--- config.mk ---
export PLATFORM = sky130hd
export DESIGN_NAME = alu_seq_xlen_flat
export DESIGN_NICKNAME = d
export VERILOG_FILES = /design/src/rtl/alu_seq_xlen_if.sv /design/src/rtl/alu_seq_xlen.sv /design/src/flat_wrapper.sv
export SDC_FILE = /design/constraint.sdc
export NUM_CORES = 1
export LEC_CHECK = 0
export BUFFER_PORTS_ARGS = -buffer_cell sky130_fd_sc_hd__buf_2
export CORE_UTILIZATION = 29
export CTS_CLUSTER_DIAMETER = 120
export DETAILED_ROUTE_END_ITERATION = 12
export GPL_TIMING_DRIVEN = 0
export PLACE_DENSITY = 0.47
export SYNTH_ARGS = -nofsm -noshare
export SYNTH_HDL_FRONTEND = slang
export SYNTH_HIERARCHICAL = 1
export SYNTH_SLANG_ARGS = --single-unit
--- constraint.sdc ---
create_clock -name clk -period 12.85 [get_ports clk]
set_input_delay 0.6425 -clock clk [delete_from_list [all_inputs] [get_ports clk]]
set_output_delay 0.6425 -clock clk [all_outputs]
set_load 0.05 [all_outputs]
--- src/rtl/alu_seq_xlen_if.sv ---
// Handshake/operand bundle for alu_seq_xlen.
// master: the core side. It drives the operation request and takes the result.
// slave : the ALU side.
//   in_valid/in_ready   request handshake (op, src_a, src_b)
//   out_valid/out_ready response handshake (result, zero, less)
interface alu_seq_xlen_if #(parameter int XLEN = 32);
  logic            in_valid;
  logic            in_ready;
  logic [3:0]      op;
  logic [XLEN-1:0] src_a;
  logic [XLEN-1:0] src_b;
  logic            out_valid;
  logic            out_ready;
  logic [XLEN-1:0] result;
  logic            zero;
  logic            less;

  modport master (
    output in_valid, op, src_a, src_b, out_ready,
    input  in_ready, out_valid, result, zero, less
  );

  modport slave (
    input  in_valid, op, src_a, src_b, out_ready,
    output in_ready, out_valid, result, zero, less
  );
endinterface

--- src/rtl/alu_seq_xlen.sv ---
// Handshaked, width-generic ALU sitting between the register-file read ports
// and the writeback mux.
//
// Single-cycle ops:
//   add, sub, and, srl, add_v, avg_v, slt and undefined codes.
//   Each returns its result one edge after accept.
// Iterative ops:
//   mul and mulhu use shift-add; divu and remu use restoring division.
//   Each returns its result XLEN+1 edges after accept.
//
// Ports:
//   clk   rising-edge clock
//   reset synchronous, active-high
//   bus   alu_seq_xlen_if.slave; request and response handshakes
//
// Parameters:
//   XLEN   must be >= 8 and a power of two.
//   LANE_W must divide XLEN.

// One packed lane. The sum is kept at LANE_W+1 bits so avg_v retains the carry.
module alu_seq_lane #(parameter int LANE_W = 8) (
  input  logic [LANE_W-1:0] a,
  input  logic [LANE_W-1:0] b,
  output logic [LANE_W-1:0] sum,
  output logic [LANE_W-1:0] avg
);
  logic [LANE_W:0] wide;
  assign wide = {1'b0, a} + {1'b0, b};
  assign sum  = wide[LANE_W-1:0];
  assign avg  = wide[LANE_W:1];
endmodule

module alu_seq_xlen #(
  parameter int XLEN   = 32,
  parameter int LANE_W = 8
) (
  input  logic          clk,
  input  logic          reset,
  alu_seq_xlen_if.slave bus
);
  localparam int NUM_LANES = XLEN / LANE_W;
  localparam int SHW       = $clog2(XLEN);

  typedef enum logic [1:0] {IDLE, BUSY, DONE} state_t;

  state_t            state;
  logic [3:0]        op_q;
  logic [XLEN-1:0]   b_q;       // multiplicand / divisor
  logic              less_q;
  logic [SHW-1:0]    cnt;
  logic [2*XLEN-1:0] acc;       // mul: {partial, multiplier}; div: {rem, quotient}
  logic [XLEN-1:0]   result_q;
  logic              zero_q;

  assign bus.in_ready  = (state == IDLE);
  assign bus.out_valid = (state == DONE);
  assign bus.result    = result_q;
  assign bus.zero      = zero_q;
  assign bus.less      = less_q;

  // Packed-lane datapath
  logic [NUM_LANES-1:0][LANE_W-1:0] a_ln, b_ln, sum_ln, avg_ln;
  assign a_ln = bus.src_a;
  assign b_ln = bus.src_b;

  for (genvar i = 0; i < NUM_LANES; i++) begin : g_lane
    alu_seq_lane #(.LANE_W(LANE_W)) u_lane (
      .a   (a_ln[i]),
      .b   (b_ln[i]),
      .sum (sum_ln[i]),
      .avg (avg_ln[i])
    );
  end

  // Single-cycle result is formed straight from the inputs at accept.
  logic            less_in;
  logic            is_multi;
  logic [XLEN-1:0] single_res;

  assign less_in  = $signed(bus.src_a) < $signed(bus.src_b);
  assign is_multi = (bus.op[3:2] == 2'b10);

  always_comb begin
    single_res = '0;
    case (bus.op)
      4'b0000: single_res = bus.src_a + bus.src_b;
      4'b0001: single_res = bus.src_a - bus.src_b;
      4'b0010: single_res = bus.src_a & bus.src_b;
      4'b0011: single_res = bus.src_a >> bus.src_b[SHW-1:0];
      4'b0100: single_res = sum_ln;
      4'b0101: single_res = avg_ln;
      4'b0110: single_res = {{(XLEN-1){1'b0}}, less_in};
      default: single_res = '0;
    endcase
  end

  // One iteration step.
  // Shift-add: add the multiplicand into the upper half when the LSB is set,
  // then shift right.
  logic [XLEN:0]     mul_sum;
  logic [2*XLEN-1:0] mul_next;
  assign mul_sum  = {1'b0, acc[2*XLEN-1:XLEN]} + (acc[0] ? {1'b0, b_q} : '0);
  assign mul_next = {mul_sum, acc[XLEN-1:1]};

  // Restoring division.
  // The trial is two bits wider than the remainder, so a zero divisor never
  // reports a borrow. That yields an all-ones quotient, and the remainder
  // collects the dividend bits unchanged.
  logic [XLEN+1:0]   div_trial;
  logic [2*XLEN-1:0] div_next;
  assign div_trial = {1'b0, acc[2*XLEN-1:XLEN], acc[XLEN-1]} - {2'b00, b_q};
  assign div_next  = div_trial[XLEN+1] ? {acc[2*XLEN-2:0], 1'b0}
                                       : {div_trial[XLEN-1:0], acc[XLEN-2:0], 1'b1};

  // The low half holds mul / divu; the high half holds mulhu / remu.
  logic [2*XLEN-1:0] acc_next;
  logic [XLEN-1:0]   multi_res;
  assign acc_next  = op_q[1] ? div_next : mul_next;
  assign multi_res = op_q[0] ? acc_next[2*XLEN-1:XLEN] : acc_next[XLEN-1:0];

  always_ff @(posedge clk) begin
    if (reset) begin
      state    <= IDLE;
      op_q     <= '0;
      b_q      <= '0;
      less_q   <= 1'b0;
      cnt      <= '0;
      acc      <= '0;
      result_q <= '0;
      zero_q   <= 1'b0;
    end else begin
      case (state)
        IDLE: if (bus.in_valid) begin
          op_q   <= bus.op;
          b_q    <= bus.src_b;
          less_q <= less_in;
          cnt    <= '0;
          if (is_multi) begin
            acc   <= {{XLEN{1'b0}}, bus.src_a};
            state <= BUSY;
          end else begin
            result_q <= single_res;
            zero_q   <= (single_res == '0);
            state    <= DONE;
          end
        end
        BUSY: begin
          acc <= acc_next;
          cnt <= cnt + 1'b1;
          if (cnt == SHW'(XLEN - 1)) begin
            result_q <= multi_res;
            zero_q   <= (multi_res == '0);
            state    <= DONE;
          end
        end
        DONE: if (bus.out_ready) state <= IDLE;
        default: state <= IDLE;
      endcase
    end
  end
endmodule

--- src/flat_wrapper.sv ---
// flat-port wrapper written by rule: the top's interface ports become plain ports
module alu_seq_xlen_flat 
#(
  parameter int XLEN   = 32,
  parameter int LANE_W = 8
)
  (clk, reset, bus_in_valid, bus_op, bus_src_a, bus_src_b, bus_out_ready, bus_in_ready, bus_out_valid, bus_result, bus_zero, bus_less);
  alu_seq_xlen_if #(.XLEN(XLEN)) bus_i ();
  input  logic clk;
  input  logic reset;
  input wire logic [$bits(bus_i.in_valid)-1:0] bus_in_valid;
  input wire logic [$bits(bus_i.op)-1:0] bus_op;
  input wire logic [$bits(bus_i.src_a)-1:0] bus_src_a;
  input wire logic [$bits(bus_i.src_b)-1:0] bus_src_b;
  input wire logic [$bits(bus_i.out_ready)-1:0] bus_out_ready;
  output wire logic [$bits(bus_i.in_ready)-1:0] bus_in_ready;
  output wire logic [$bits(bus_i.out_valid)-1:0] bus_out_valid;
  output wire logic [$bits(bus_i.result)-1:0] bus_result;
  output wire logic [$bits(bus_i.zero)-1:0] bus_zero;
  output wire logic [$bits(bus_i.less)-1:0] bus_less;
  assign bus_i.in_valid = bus_in_valid;
  assign bus_i.op = bus_op;
  assign bus_i.src_a = bus_src_a;
  assign bus_i.src_b = bus_src_b;
  assign bus_i.out_ready = bus_out_ready;
  assign bus_in_ready = bus_i.in_ready;
  assign bus_out_valid = bus_i.out_valid;
  assign bus_result = bus_i.result;
  assign bus_zero = bus_i.zero;
  assign bus_less = bus_i.less;
  alu_seq_xlen #(.XLEN(XLEN), .LANE_W(LANE_W)) u_core (.clk(clk), .reset(reset), .bus(bus_i));
endmodule
After elaboration in Yosys (flattened, before gate mapping)
Index checks and enable logic that the tools add are counted.
{"block": "classes", "n_lt_le_gt_ge": 1, "n_eq_ne": 15, "mux": 23, "n_mul": 0, "n_addsub": 9, "reduce_logical": 10, "shifts": 1, "n_bitwise": 1, "div": 0}
{"op": "two-way mux 64 bit", "n": 4}
{"op": "one-hot mux 32 bit (7 select lines)", "n": 1}
{"op": "two-way mux 32 bit", "n": 5}
{"op": "one-hot mux 64 bit (2 select lines)", "n": 1}
{"op": "logical NOT 32 bit", "n": 2}
{"op": "one-hot mux 32 bit (2 select lines)", "n": 1}
{"op": "adder 8 x 8 -> 9 bit", "n": 4}
{"op": "subtractor 33 x 32 -> 34 bit", "n": 1}
{"op": "adder 32 x 33 -> 33 bit", "n": 1}
{"op": "adder 32 bit", "n": 1}
{"op": "AND 32 bit", "n": 1}
{"op": "less-than comparator 32 bit", "n": 1}
{"op": ">> shifter 32 x 5 -> 32 bit", "n": 1}
{"op": "subtractor 32 bit", "n": 1}
{"op": "== test 4 x 3 -> 1 bit, second input constant", "n": 3}
{"op": "one-hot mux 5 bit (2 select lines)", "n": 1}
{"op": "== test 4 x 2 -> 1 bit, second input constant", "n": 2}
{"op": "two-way mux 2 bit", "n": 4}
{"op": "!= test 2 bit, second input constant", "n": 3}
{"op": "one-hot mux 2 bit (3 select lines)", "n": 1}
{"op": "AND reduction 3 bit", "n": 2}
{"op": "adder 5 x 1 -> 5 bit, second input constant", "n": 1}
{"op": "== test 5 bit, second input constant", "n": 1}
{"op": "two-way mux 5 bit", "n": 1}
{"op": "11 further kinds", "n": 16}
{"block": "word_totals", "in_bits": 72, "regBits": 139, "output_inout_bits": 36, "mem_bits_rw": 0, "latch_bits": 0, "n_memories": 0, "wordCells": 68, "rom_bits": 0}

Depth between registers and ports, before layout
{"block": "depth", "word_depth": 7, "ltp_mapped": 18, "ltp_nobuf": 18}

Modules after synthesis
The synthesis kept the hierarchy.
{"mod": "alu_seq_xlen", "cells_each": 2473, "area_each_um2": 17832.1, "n_inst": 1}
{"mod": "alu_seq_lane", "cells_each": 49, "area_each_um2": 376.6, "n_inst": 4}

Worst setup path after synthesis
No wires, ideal clock.
{"block": "synth_timing", "kind": "in2reg", "start": "input port bus_src_b[2]", "end": "register u_core.zero_q (netlist: u_core/bus.zero)", "arrival_ns": 4.802, "n_path_buf": 2, "path_stages": 16, "setup_time_ns": 0.073, "slack_ns": 7.975, "cell_sequence": "clkbuf_1 -> clkinv_1 -> clkbuf_1 -> ha_1 -> nor3b_1 -> o311ai_1 -> a211oi_1 -> nor2_1 -> o41ai_2 -> a221oi_1 -> mux2i_1 -> o211ai_1 -> or4_1 -> nor4b_1 -> or4b_1 -> o211ai_2"}
{"block": "synth_between", "elab_chain_len": 6, "word_cells_on_any_way": 11, "cone_classes": "add/sub (3); order compare (1); shift (1); mux (4); bitwise (1); reduce/logical (1)"}
{"element": "start, declared", "line_no": "flat_wrapper.sv:14", "rtl": "input wire logic [$bits(bus_i.src_b)-1:0] bus_src_b;"}
{"element": "subtractor 32 bit, or another cell as far along", "line_no": "alu_seq_xlen.sv:87", "rtl": "4'b0001: single_res = bus.src_a - bus.src_b;"}
{"element": "one-hot mux 32 bit (7 select lines) (*)", "line_no": "alu_seq_xlen.sv:85", "rtl": "case (bus.op)"}
{"element": "logical NOT 32 bit (*)", "line_no": "alu_seq_xlen.sv:143", "rtl": "zero_q <= (single_res == '0);"}
{"element": "two-way mux 1 bit (*)", "line_no": "alu_seq_xlen.sv:138", "rtl": "if (is_multi) begin"}
{"element": "two-way mux 1 bit (*)", "line_no": "alu_seq_xlen.sv:133", "rtl": "IDLE: if (bus.in_valid) begin"}
{"element": "one-hot mux 1 bit (2 select lines) (*)", "line_no": "alu_seq_xlen.sv:132", "rtl": "case (state)"}
{"element": "end signal, assigned", "line_no": "alu_seq_xlen.sv:143"}
{"element": "end signal, assigned", "line_no": "alu_seq_xlen.sv:152", "rtl": "zero_q <= (multi_res == '0);"}
{"element": "end, declared", "line_no": "alu_seq_xlen.sv:53", "rtl": "logic zero_q;"}
Every way passes the cells marked *; elsewhere a longest branch is shown, timed or not. The select of a mux whose other input is x is not followed.
A chain may end at the register's enable or synchronous reset.

Worst setup path after layout
Same ends and word-level chain as after synthesis.

==> impl_metrics.json <==
{
  "routed_via_density": 6.139,
  "rsz0062_at_grt": "false",
  "min-delay-start": "u_core/bus.result[21]",
  "dr.pass1.iters": 7,
  "final_common_cell": "nor2_1",
  "cts_tree": "built",
  "slew_headroom": 0.1580,
  "track_usage": 0.3005,
  "holdWs_ps": 451.6,
  "grt_first_pass_wirelength_um": 149200,
  "ctsResizeCount": 0,
  "fp-row-count": 94,
  "h-tree-depth": 4,
  "syn_inst": 2669,
  "synth_seq_area_share": 0.1439,
  "io-pin-count": 108,
  "path_max_fanout": 10,
  "die_h_um": 260.2,
  "status": "finished, final reports clean",
  "wirelength_um": 103900,
  "setup_tns_ps": 0,
  "clock.fmax_mhz": 144.7,
  "path_class": "input pin to flop",
  "clk_pin_slew_ps": 70,
  "cts.path.max_buffers": 2,
  "syn-cell-area_mm2": 0.01934,
  "finalSetupViolCount": 0,
  "drv_slew": 0,
  "drt_iter0_markers": 2583,
  "synth_nets": 2911,
  "finalCritPeriodShare": 0.5376,
  "grt_max_degree": 17,
  "dpl.hpwl_um": 85010,
  "root_buffer": "clkbuf_16",
  "hold_viol_final": 0,
  "ys_async_sr_fraction": 0,
  "rr_endpoint": "u_core/bus.zero",
  "grt_pass1_vias": 21440,
  "mostFrequentLayoutCells": "nor2_1 (292), a21oi_1 (258), nand2_1 (227)",
  "min_path_type": "flop to flop",
  "multi_input_area_mm2": 0.01519,
  "tightest_slew_ps": 1253,
  "ctsHoldBuffers": 0,
  "register_area_mm2": 0.002783,
  "gr-total-overflow": 0,
  "antenna_found_initial": 1,
  "clock_latency_ps": 440,
  "synth.avg_cell_area_um2": 7.246,
  "powerDensity_mw_per_mm2": 87.19,
  "final_antenna_net_count": 0,
  "clock-sinks": 139,
  "drive_above_1_share": 0.09676,
  "clock_skew_ps": 8.739,
  "maxCapViolations": 0,
  "wl_per_cell_um": 28.26,
  "period_minus_slack_ps": 6909,
  "yosysWarnings": 6,
  "end_kind": "flop",
  "r2r-start": "u_core/b_q[20]",
  "p_total_mw": 1.885,
  "synth_cell_types": 91,
  "die-area_mm2": 0.06772,
  "ys_ff_latch": 139,
  "required_ps": 13220,
  "hold_depth": 2,
  "synth_edf_count": 0,
  "ir_worst_vdd_mv": 0.05564,
  "start_util": 0.2936,
  "synth_ff_type": "dfxtp_1",
  "reg2reg_depth": 16,
  "remaining_drc_errors": 0,
  "gp_congestion": 1.007,
  "area_growth_pct": 11.80,
  "portBuffers": 106,
  "p_leak_nw": 8.752,
  "arrival_ps": 7280,
  "final_nets": 3041,
  "cp-start-kind": "input pin",
  "cts_made_buffers": 17,
  "fillCellCount": 7208,
  "vias": 22570,
  "core_mm2": 0.06586,
  "rrSetupSlack_ps": 6250,
  "worstHoldEndpoint": "u_core/bus.result[21]",
  "post_cts_buffers": 0,
  "die_x_um": 260.2
}
registers in the layout, summed over array words and instances (netlist names):
signal / count
u_core/acc: 64
u_core/state: 2
u_core/bus.result: 32
u_core/bus.less: 1
u_core/b_q: 32
u_core/cnt: 5
u_core/bus.zero: 1
u_core/op_q: 2
logic make-up (layout without fill, tap and decap cells):
kind of cell	after synthesis	count (layout)	synth area share
xor+xnor	76	76	0.03442
buf+inv	332	474	0.07214
fa+ha+maj	170	170	0.1131
mux	141	141	0.09369
simple gates	882	882	0.2147
flops	139	139	0.1439
compound gates	929	929	0.3280
other cells	0	1	0
cell usage after synthesis, types with 13 or more instances:
library cell,number,area share
a22o_1,39,0.018
a21oi_1,259,0.067
o31ai_1,27,0.010
dfxtp_1,139,0.14
a222oi_1,13,0.0067
a211o_1,13,0.0059
and3_1,17,0.0055
a211oi_1,65,0.025
a22oi_1,37,0.014
buf_4,33,0.013
nand2b_1,26,0.0084
mux2_2,21,0.012
o21ai_0,112,0.029
nand2_1,227,0.044
nand3_1,64,0.017
nor2b_1,34,0.011
mux4_2,29,0.034
inv_1,129,0.025
buf_1,14,0.0027
o211ai_1,50,0.019
a221oi_1,21,0.0095
o221ai_1,18,0.0082
nand4_1,21,0.0068
clkbuf_1,133,0.026
xnor2_1,45,0.020
nor3_1,66,0.017
a21o_1,48,0.019
o21bai_1,19,0.0074
nor4_1,19,0.0061
nor2_1,292,0.057
a31oi_1,35,0.011
buf_2,14,0.0036
xor2_1,31,0.014
mux2i_1,85,0.044
o21a_1,21,0.0082
and2_1,57,0.018
ha_1,162,0.10
worst max-delay path, stage by stage:
cell	delay [ps]
buf_2	120
clkbuf_1	550
clkinv_1	520
clkbuf_1	470
ha_1	520
nor3b_1	330
o311ai_1	170
a211oi_1	530
nor2_1	180
o41ai_2	910
a311oi_1	350
o21ai_1	250
a21boi_0	110
o32ai_1	600
nor4b_1	340
or4b_1	540
o211ai_2	110
where the power goes:
| group | leakage [nW] | internal, mW | switching [mW] |
|---|---|---|---|
| sequential | 1.13 | 0.455 | 0.0294 |
| combinational | 7.33 | 0.285 | 0.597 |
| clock | 0.294 | 0.312 | 0.206 |
| total | 8.75 | 1.05 | 0.833 |
worst max-delay path by stage:
| stage | start | end | cells past startpoint |
|---|---|---|---|
| after floorplan | bus_src_b[2] | u_core/bus.zero | 16 |
| after global placement | bus_src_b[2] | u_core/bus.zero | 17 |
| after detailed placement | bus_src_b[2] | u_core/bus.zero | 17 |
| after CTS | bus_src_b[2] | u_core/bus.zero | 17 |
| after global routing | bus_src_b[2] | u_core/bus.zero | 17 |
| final | bus_src_b[2] | u_core/bus.zero | 17 |
per-layer routing:
| layer | share of wire | track usage | vias up | wire length [um] |
|---|---|---|---|---|
| li1 | - | - | 10240 | - |
| met1 | 0.42 | 0.3895 | 11030 | 43970 |
| met2 | 0.46 | 0.4961 | 1093 | 48060 |
| met3 | 0.063 | 0.03080 | 200 | 6568 |
| met4 | 0.051 | 0.1447 | 2 | 5263 |
| met5 | 0.00013 | 0 | - | 13 |
through the flow:
| stage | util | worst slack [ps] | cell area (um^2) | std cells |
|---|---|---|---|---|
| 6_report | 0.3283 | 5941 | 21620 | 3676 |
| 5_1_grt | 0.3282 | 5954 | 21620 | 3675 |
| 4_1_cts | 0.3282 | 6116 | 21620 | 3675 |
| 3_5_place_dp | 0.3190 | 5657 | 21010 | 3644 |
| 3_3_place_gp | 0.3181 | 5282 | 20950 | 3639 |
| 2_1_floorplan | - | 7975 | 19340 | 2669 |
cell type report:
class | count | share of cell area
inverters | 137 | 0.02378
well taps | 864 | 0.05000
plain buffers | 195 | 0.04074
diodes | 1 | 0.0001157
multi-input cells | 2198 | 0.7025
clock buffers | 19 | 0.02049
repair buffers | 111 | 0.02604
flip-flops and latches | 139 | 0.1287
clock inverters | 12 | 0.007581
(Power assumes the default switching activity.)
